<file path="config.mk">
export PLATFORM = sky130hd
export DESIGN_NAME = seg7_msg_sequencer
export DESIGN_NICKNAME = d
export VERILOG_FILES = /design/src/rtl/seg7_msg_sequencer.sv
export SDC_FILE = /design/constraint.sdc
export NUM_CORES = 1
export LEC_CHECK = 0
export CORE_UTILIZATION = 55
export CTS_CLUSTER_DIAMETER = 40
export CTS_CLUSTER_SIZE = 30
export DETAILED_ROUTE_END_ITERATION = 16
export MAX_ROUTING_LAYER = met4
export PLACE_DENSITY = 0.79
export SYNTH_ARGS = -nofsm -noshare
export SYNTH_HDL_FRONTEND = slang
export SYNTH_SLANG_ARGS = --single-unit
export TNS_END_PERCENT = 30
</file>
<file path="constraint.sdc">
create_clock -name clk -period 5.9 [get_ports clk]
set_clock_uncertainty 0.1 [all_clocks]
set_input_delay 1.18 -clock clk [delete_from_list [all_inputs] [get_ports clk]]
set_output_delay 1.18 -clock clk [all_outputs]
set_load 0.05 [all_outputs]
</file>
<file path="src/rtl/seg7_msg_sequencer.sv">
// rtl/seg7_msg_sequencer.sv - steps a 16-entry glyph memory onto a seven-segment digit
// with programmable dwell, optional blanking gap, pause and single-step.
module seg7_msg_sequencer #(
  parameter int DWELL_W = 24,
  parameter int GAP_W   = 8
) (
  input  logic               clk,
  input  logic               reset,
  input  logic               wr_en,
  input  logic [3:0]         wr_addr,
  input  logic [3:0]         wr_data,
  input  logic [3:0]         msg_last,
  input  logic [DWELL_W-1:0] dwell,
  input  logic [GAP_W-1:0]   gap_cyc,
  input  logic               loop,
  input  logic               start,
  input  logic               stop,
  input  logic               pause,
  input  logic               step,
  output logic [3:0]         code,
  output logic               blank,
  output logic [3:0]         index,
  output logic               busy,
  output logic               done
);

  typedef enum logic [1:0] {S_IDLE, S_SHOW, S_GAP} state_t;

  state_t             r_state;
  logic [3:0]         r_mem [16];
  logic [3:0]         r_index;
  logic [3:0]         r_last;
  logic [DWELL_W-1:0] r_dwell;
  logic [DWELL_W-1:0] r_dcnt;
  logic [GAP_W-1:0]   r_gap;
  logic [GAP_W-1:0]   r_gcnt;
  logic               r_blank;
  logic               r_busy;
  logic               r_done;

  logic       w_more;
  logic [3:0] w_next_index;
  logic       w_adv;
  logic       w_fin;
  logic       w_to_gap;
  logic       w_dinc;
  logic       w_ginc;

  // "More glyphs to show" is judged on the glyph currently held, so a step
  // or expiry on the last glyph with loop=0 completes the message.
  assign w_more       = (r_index < r_last) | loop;
  assign w_next_index = (r_index == r_last) ? 4'd0 : r_index + 4'd1;

  always_comb begin
    w_adv    = 1'b0;
    w_fin    = 1'b0;
    w_to_gap = 1'b0;
    w_dinc   = 1'b0;
    w_ginc   = 1'b0;
    case (r_state)
      S_SHOW: begin
        if (pause) begin
          if (step) begin
            w_adv = w_more;
            w_fin = !w_more;
          end
        end else if (r_dcnt == r_dwell) begin
          if (w_more) begin
            w_to_gap = (r_gap != '0);
            w_adv    = (r_gap == '0);
          end else begin
            w_fin = 1'b1;
          end
        end else begin
          w_dinc = 1'b1;
        end
      end
      S_GAP: begin
        if (pause) begin
          if (step) begin
            w_adv = w_more;
            w_fin = !w_more;
          end
        end else if (r_gcnt == r_gap) begin
          w_adv = 1'b1;
        end else begin
          w_ginc = 1'b1;
        end
      end
      default: ;
    endcase
  end

  always_ff @(posedge clk or posedge reset) begin
    if (reset) begin
      for (int i = 0; i < 16; i++) r_mem[i] <= 4'd0;
      r_state <= S_IDLE;
      r_index <= 4'd0;
      r_last  <= 4'd0;
      r_dwell <= '0;
      r_dcnt  <= '0;
      r_gap   <= '0;
      r_gcnt  <= '0;
      r_blank <= 1'b1;
      r_busy  <= 1'b0;
      r_done  <= 1'b0;
    end else begin
      r_done <= 1'b0;
      if (wr_en) r_mem[wr_addr] <= wr_data;

      if (stop) begin
        r_state <= S_IDLE;
        r_index <= 4'd0;
        r_dcnt  <= '0;
        r_gcnt  <= '0;
        r_blank <= 1'b1;
        r_busy  <= 1'b0;
      end else if (start) begin
        r_last  <= msg_last;
        r_dwell <= dwell;
        r_gap   <= gap_cyc;
        r_state <= S_SHOW;
        r_index <= 4'd0;
        r_dcnt  <= '0;
        r_gcnt  <= '0;
        r_blank <= 1'b0;
        r_busy  <= 1'b1;
      end else if (w_adv) begin
        r_state <= S_SHOW;
        r_index <= w_next_index;
        r_dcnt  <= '0;
        r_gcnt  <= '0;
        r_blank <= 1'b0;
      end else if (w_fin) begin
        r_state <= S_IDLE;
        r_index <= 4'd0;
        r_dcnt  <= '0;
        r_gcnt  <= '0;
        r_blank <= 1'b1;
        r_busy  <= 1'b0;
        r_done  <= 1'b1;
      end else if (w_to_gap) begin
        r_state <= S_GAP;
        r_gcnt  <= GAP_W'(1);
        r_blank <= 1'b1;
      end else if (w_dinc) begin
        r_dcnt <= r_dcnt + DWELL_W'(1);
      end else if (w_ginc) begin
        r_gcnt <= r_gcnt + GAP_W'(1);
      end
    end
  end

  assign code  = r_mem[r_index];
  assign index = r_index;
  assign blank = r_blank;
  assign busy  = r_busy;
  assign done  = r_done;

endmodule

</file>
==> results of run 1 <==
[power by group through the flow]
stage	logic (W)	clock network, W	registers [W]
4_1_cts	0.000378	0.00102	0.00120
3_3_place_gp	0.000350	0	0.00122
3_5_place_dp	0.000372	0	0.00122
6_report	0.000374	0.00102	0.00121
2_1_floorplan	0.000272	0	0.00118
5_1_grt	0.000406	0.00107	0.00122
[per-stage QoR]
step	instances	utilization (%)	hold WS, ns
floorplan	561	-	0.374
global placement	769	63.2	0.387
detailed placement	769	63.2	0.392
CTS	799	67.8	0.404
global route	799	67.8	0.423
finish	799	67.8	0.405
[kinds of logic after synthesis]
logic type | share of synthesized area (%)
simple gates | 11.6
flops | 50.9
mux | 22.4
xor+xnor | 6.82
compound gates | 4.48
buf+inv | 2.18
fa+ha+maj | 1.62
[final cells by class]
cell class	count	area (µm²)
clock buffers	22	464
clock inverters	8	92.6
fillers	860	3920
inverters	12	47.5
multi-input cells	383	3260
flip-flops and latches	141	3530
well taps	168	210
repair buffers	65	643
[flip-flops by register name, summed over array words and instances, names as in the netlist]
register	cells
r_dcnt	24
busy	1
blank	1
r_dwell	24
done	1
index	4
r_state	2
r_gcnt	8
r_mem	64
r_gap	8
r_last	4
[placed cells by master, fill, tap and decap left out, types with 13 or more instances in the layout]
cell type	netlist	final
nor3_1	13	13
nor2_1	33	32
clkdlybuf4s50_1	0	62
nand2_1	29	29
xor2_1	40	40
dfrtp_1	140	140
nand4_1	15	15
mux4_2	20	20
mux2_2	97	97
clkbuf_16	0	17
nand3_1	20	20
xnor2_1	14	14
[per-layer routing]
layer  wire [µm]  share of wire, %  track usage (%)
met5           0                 0                -
met4         228               1.5             8.83
met3         788               5.1             4.98
met2        7740                50             42.3
met1        6620                43             35.5
[critical path, cell delays in order (launching register included)]
cell and delay (ns):
dfrtp_1 1.05, mux4_2 0.65, mux4_2 0.49, clkdlybuf4s50_1 0.72
[how the worst max path moves through the flow]
| stage | endpoint | slack, ns | depth (start not counted) |
|---|---|---|---|
| detailed placement | code[0] | 1.67 | 3 |
| global route | code[1] | 1.08 | 3 |
| finish | code[1] | 1.28 | 3 |
| global placement | code[3] | 1.80 | 3 |
| CTS | code[1] | 1.21 | 3 |
| floorplan | busy | 0.84 | 1 |
==> metrics.md, run 1 <==
| Metric | Value |
|---|---|
| Status | complete, no violations |
| Worst Hold End | r_mem[36] |
| Fin. max-slew vios | 0 |
| Worst setup SP type | register |
| Vias in the first global route | 4894 |
| DRC viols | 0 |
| Post CTS Setup Buffer Count | 0 |
| ANT cells | 0 |
| Clock slew seen by the registers of the worst setup and hold paths | 0.06 ns |
| Clock Sinks | 141 |
| CP Capture Type | primary output |
| I/O pin count | 63 |
| First-pass GRT wire length | 25.7 mm |
| Synth area leader | dfrtp_1 |
| Post-route cell area | 0.00825 mm² |
| Worst R2R Setup Slack | 2.67 ns |
| Clock buffer count from CTS | 17 |
| Initial core utilization | 57.0% |
| Design Power | 0.00260 W |
| Initial antenna violation count | 0 |
| Drt pass-1 iters | 5 |
| CP Class | register to primary output |
| Worst hold path cell count | 1 |
| Via count | 4780 |
| Post_cts resized | 0 |
| Congestion Overflow GR | 0 |
| Relative slew margins | 28.0% |
| FF-to-FF End | r_gcnt[6] |
| Synthesized flop and latch total | 141 |
| Min-delay src | r_mem[36] |
| Site row count | 40 |
| Number of synthesized flops with an enable pin | 0 |
| Routed WL | 15.4 mm |
| R2r startpoint | r_dcnt[3] |
| Placed inst area | 0.00769 mm² |
| Layout cell share with drive strength beyond 1 | 24.4% |
| IO buf count | 62 |
| Final setup slack of the worst path | 1.28 ns |
| RSZ-0062 raised after global routing | false |
| Worst-Skew Late Latency | 0.42 ns |
| Cells after synthesis | 561 |
| Commonest cells post-synth | 140 x dfrtp_1, 97 x mux2_2, 40 x xor2_1, 33 x nor2_1, 29 x nand2_1 |
| Final Setup Violations | 0 |
| Netlist cell types | 50 |
| Full die area | 0.0131 mm² |
| Minimum clock period | 4.62 ns |
| R2R cell count | 7 |
| Post-Syn Area per Cell | 12.4 µm² |
| Drt wl/cell | 19.2 µm |
| Combinational power share | 14.4% |
| Vias/cell | 5.98 |
| Flop pwr share | 46.5% |
| Setup_tns | 0 ns |
| Sw power | 0.000638 W |
| Die Width | 114 µm |
| Sw frac | 24.6% |
| Syn. warnings | 0 |
| CTS tree | yes |
| H-tree depth | 4 |
| Main synth FF type | dfrtp_1 |
| Arr. time, crit path | 3.34 ns |
| Pwr dens | 315 mW/mm² |
| Syn-to-layout area delta | 19.0% |
| Area of the mapped netlist | 0.00693 mm² |
| Root buffer cell | clkbuf_16 |
| Cts hold-fix bufs | 0 |
| Final Hold Viols | 0 |
| Critical path peak fanout | 20 |
| Die height | 114 µm |
| P_leak | 3.40 nW |
| Max_cap viols | 0 |
| Core area | 0.0122 mm² |
| Worst-margin pin slew | 1.08 ns |
| Syn_nets | 622 |
| Internal power | 0.00196 W |
| Antenna Nets Post-Route | 0 |
| Pin count of the biggest net entering global routing | 79 |
| Maximum vdd drop | 0.197 mV |
| Post-synthesis sequential area ratio | 50.9% |
| Top post-synthesis cells by area | dfrtp_1 51%, mux2_2 16%, mux4_2 6.5% |
| Routability congestion estimate | 0.890 |
| Nets | 681 |
| Detail Placement HPWL | 10.5 mm |
| Fmax | 216 MHz |
| Clk pwr share | 39.1% |
| WP data required | 4.62 ns |
| Tcrit/Tclk final | 78.3% |
| Critical Path Start | index[0] |
| Setup WS pre-CTS | 1.67 ns |
| Area share of the largest cell type after synthesis | 50.5% |
| Tot GR Track Use | 26.9% |
| Clock Path Buffers | 2 |
| Ys async rst share | 100% |
| Initial DRC count | 339 |
| Type of the most critical hold path | register to register |
| Top-count cell post-synth | dfrtp_1 |
Note: power is estimated with default switching activity, not from simulation.
==> run 2, diff against run 1 <==
--- a/config.mk
+++ b/config.mk
@@ -5,12 +5,12 @@
 export SDC_FILE = /design/constraint.sdc
 export NUM_CORES = 1
 export LEC_CHECK = 0
-export CORE_UTILIZATION = 55
+export CORE_UTILIZATION = 52
 export CTS_CLUSTER_DIAMETER = 40
 export CTS_CLUSTER_SIZE = 30
 export DETAILED_ROUTE_END_ITERATION = 16
 export MAX_ROUTING_LAYER = met4
-export PLACE_DENSITY = 0.79
+export PLACE_DENSITY = 0.78
 export SYNTH_ARGS = -nofsm -noshare
 export SYNTH_HDL_FRONTEND = slang
 export SYNTH_SLANG_ARGS = --single-unit
==> constraint.sdc (replaced) <==
create_clock -name clk -period 4.21 [get_ports clk]
set_clock_uncertainty 0.1 [all_clocks]
set_input_delay 0.842 -clock clk [delete_from_list [all_inputs] [get_ports clk]]
set_output_delay 0.842 -clock clk [all_outputs]
set_load 0.05 [all_outputs]
==> run 2 against run 1 <==
Effect of this change: clock-buffer cell count down 1; total power up 51%; first-iteration DRC count up 22%; largest cell class unchanged; largest power group is now the clock network; highest routed layer unchanged.
==> metrics.md, run 2 (synthesis results as in run 1) <==
| Metric | Value |
|---|---|
| Drt pass-1 iters | 5 |
| Initial DRC count | 414 |
| Final Setup Violations | 0 |
| Clock slew seen by the registers of the worst setup and hold paths | 0.06 ns |
| Multi-input gate area | 0.00326 mm² |
| Routability congestion estimate | 0.875 |
| R2R cell count | 9 |
| Tcrit/Tclk final | 91.7% |
| Layout cell share with drive strength beyond 1 | 24.8% |
| Congestion Overflow GR | 0 |
| Clock Sinks | 141 |
| Clock Path Buffers | 2 |
| Minimum clock period | 3.86 ns |
| Tot GR Track Use | 25.2% |
| Initial core utilization | 54.0% |
| Die height | 117 µm |
| Maximum vdd drop | 0.316 mV |
| Core area | 0.0128 mm² |
| IO buf count | 62 |
| Critical path peak fanout | 21 |
| CP Class | register to primary output |
| ANT cells | 0 |
| Pwr dens | 468 mW/mm² |
| Worst Hold End | blank |
| P_leak | 3.45 nW |
| Worst-Skew Late Latency | 0.42 ns |
| Post_cts resized | 0 |
| Root buffer cell | clkbuf_16 |
| DRC viols | 0 |
| Arr. time, crit path | 2.92 ns |
| Clock buffer count from CTS | 17 |
| Worst-margin pin slew | 1.03 ns |
| Drt wl/cell | 19.3 µm |
| Status | complete, no violations |
| Cts hold-fix bufs | 0 |
| Min-delay src | blank |
| Fillers | 935 |
| Worst R2R Setup Slack | 1.01 ns |
| WP data required | 3.27 ns |
| I/O pin count | 63 |
| Placed cell count | 773 |
| Final cell count without fillers | 805 |
| Fmax | 259 MHz |
| Max_cap viols | 0 |
| Detail Placement HPWL | 10.3 mm |
| Syn-to-layout area delta | 20.9% |
| Via count | 4747 |
| Utilization after layout | 65.3% |
| Worst setup SP type | register |
| Setup_tns | 0 ns |
| Pin count of the biggest net entering global routing | 142 |
| Antenna Nets Post-Route | 0 |
| Most common cell after layout, fill and taps aside | dfrtp_1 |
| FF-to-FF End | index[2] |
| Final Hold Viols | 0 |
| Type of the most critical hold path | register to register |
| CTS tree | yes |
| Initial antenna violation count | 0 |
| Fin. max-slew vios | 0 |
| Full die area | 0.0138 mm² |
| Registers with the highest flip-flop counts | r_mem (64), r_dcnt (24), r_dwell (24) |
| Vias/cell | 5.90 |
| Nets | 681 |
| Routed WL | 15.6 mm |
| Relative slew margins | 31.1% |
| Most frequent cells in the layout | 140 x dfrtp_1, 97 x mux2_2, 62 x clkdlybuf4s50_1 |
| Post CTS Setup Buffer Count | 0 |
| R2r startpoint | index[1] |
| Reg with most FFs | r_mem |
| RSZ-0062 raised after global routing | false |
| Vias in the first global route | 5054 |
| Die Width | 117 µm |
| Site row count | 41 |
| CP Capture Type | primary output |
| Design Power | 0.00392 W |
| H-tree depth | 4 |
| Register area | 0.00353 mm² |
| First-pass GRT wire length | 26.3 mm |
| Max reg flops | 64 |
| Worst hold path cell count | 2 |
[run 2: metal layers]
layer  up-vias  wire length, µm  GRT usage, %
met5         -                0             -
met4         0              227          8.73
met3        20              745          5.86
met2       153             7740          39.6
met1      2417             6860          32.2
li1       2157                -             -
[run 2: area by class of cell]
class / count / share of cell area [%]
timing repair buffer: 65 / 7.82
clock buffer: 21 / 5.49
multi-input combinational: 383 / 38.9
inverter: 12 / 0.582
clock inverter: 11 / 2.54
sequential: 141 / 42.1
tap: 172 / 2.57
[run 2: worst max path at each step]
stage / from / end / slack (ns) / cells after the start
2_1_floorplan: index[0] / code[0] / 0.60 / 4
3_3_place_gp: index[1] / code[3] / 0.86 / 3
3_5_place_dp: index[1] / code[1] / 0.79 / 3
6_report: index[1] / code[3] / 0.35 / 3
4_1_cts: index[1] / code[2] / 0.34 / 3
5_1_grt: index[1] / code[1] / 0.26 / 3
[run 2: worst max-delay path, stage by stage (launching register included)]
cell and delay [ns]:
dfrtp_1 0.86, mux4_2 0.42, mux4_2 0.50, clkdlybuf4s50_1 0.72
[run 2: report_power, final]
group	internal, W	switching (W)
clock network	0.00114	0.000561
logic	0.000304	0.000222
registers	0.00155	0.000140
total	0.00300	0.000923
[run 2: stage by stage]
stage / worst slack [ns] / cell area, µm² / hold slack [ns]
global route: 0.257 / 8380 / 0.429
CTS: 0.340 / 8380 / 0.407
global placement: 0.860 / 7710 / 0.388
finish: 0.348 / 8380 / 0.406
detailed placement: 0.789 / 7710 / 0.395
floorplan: 0.602 / 6940 / 0.374
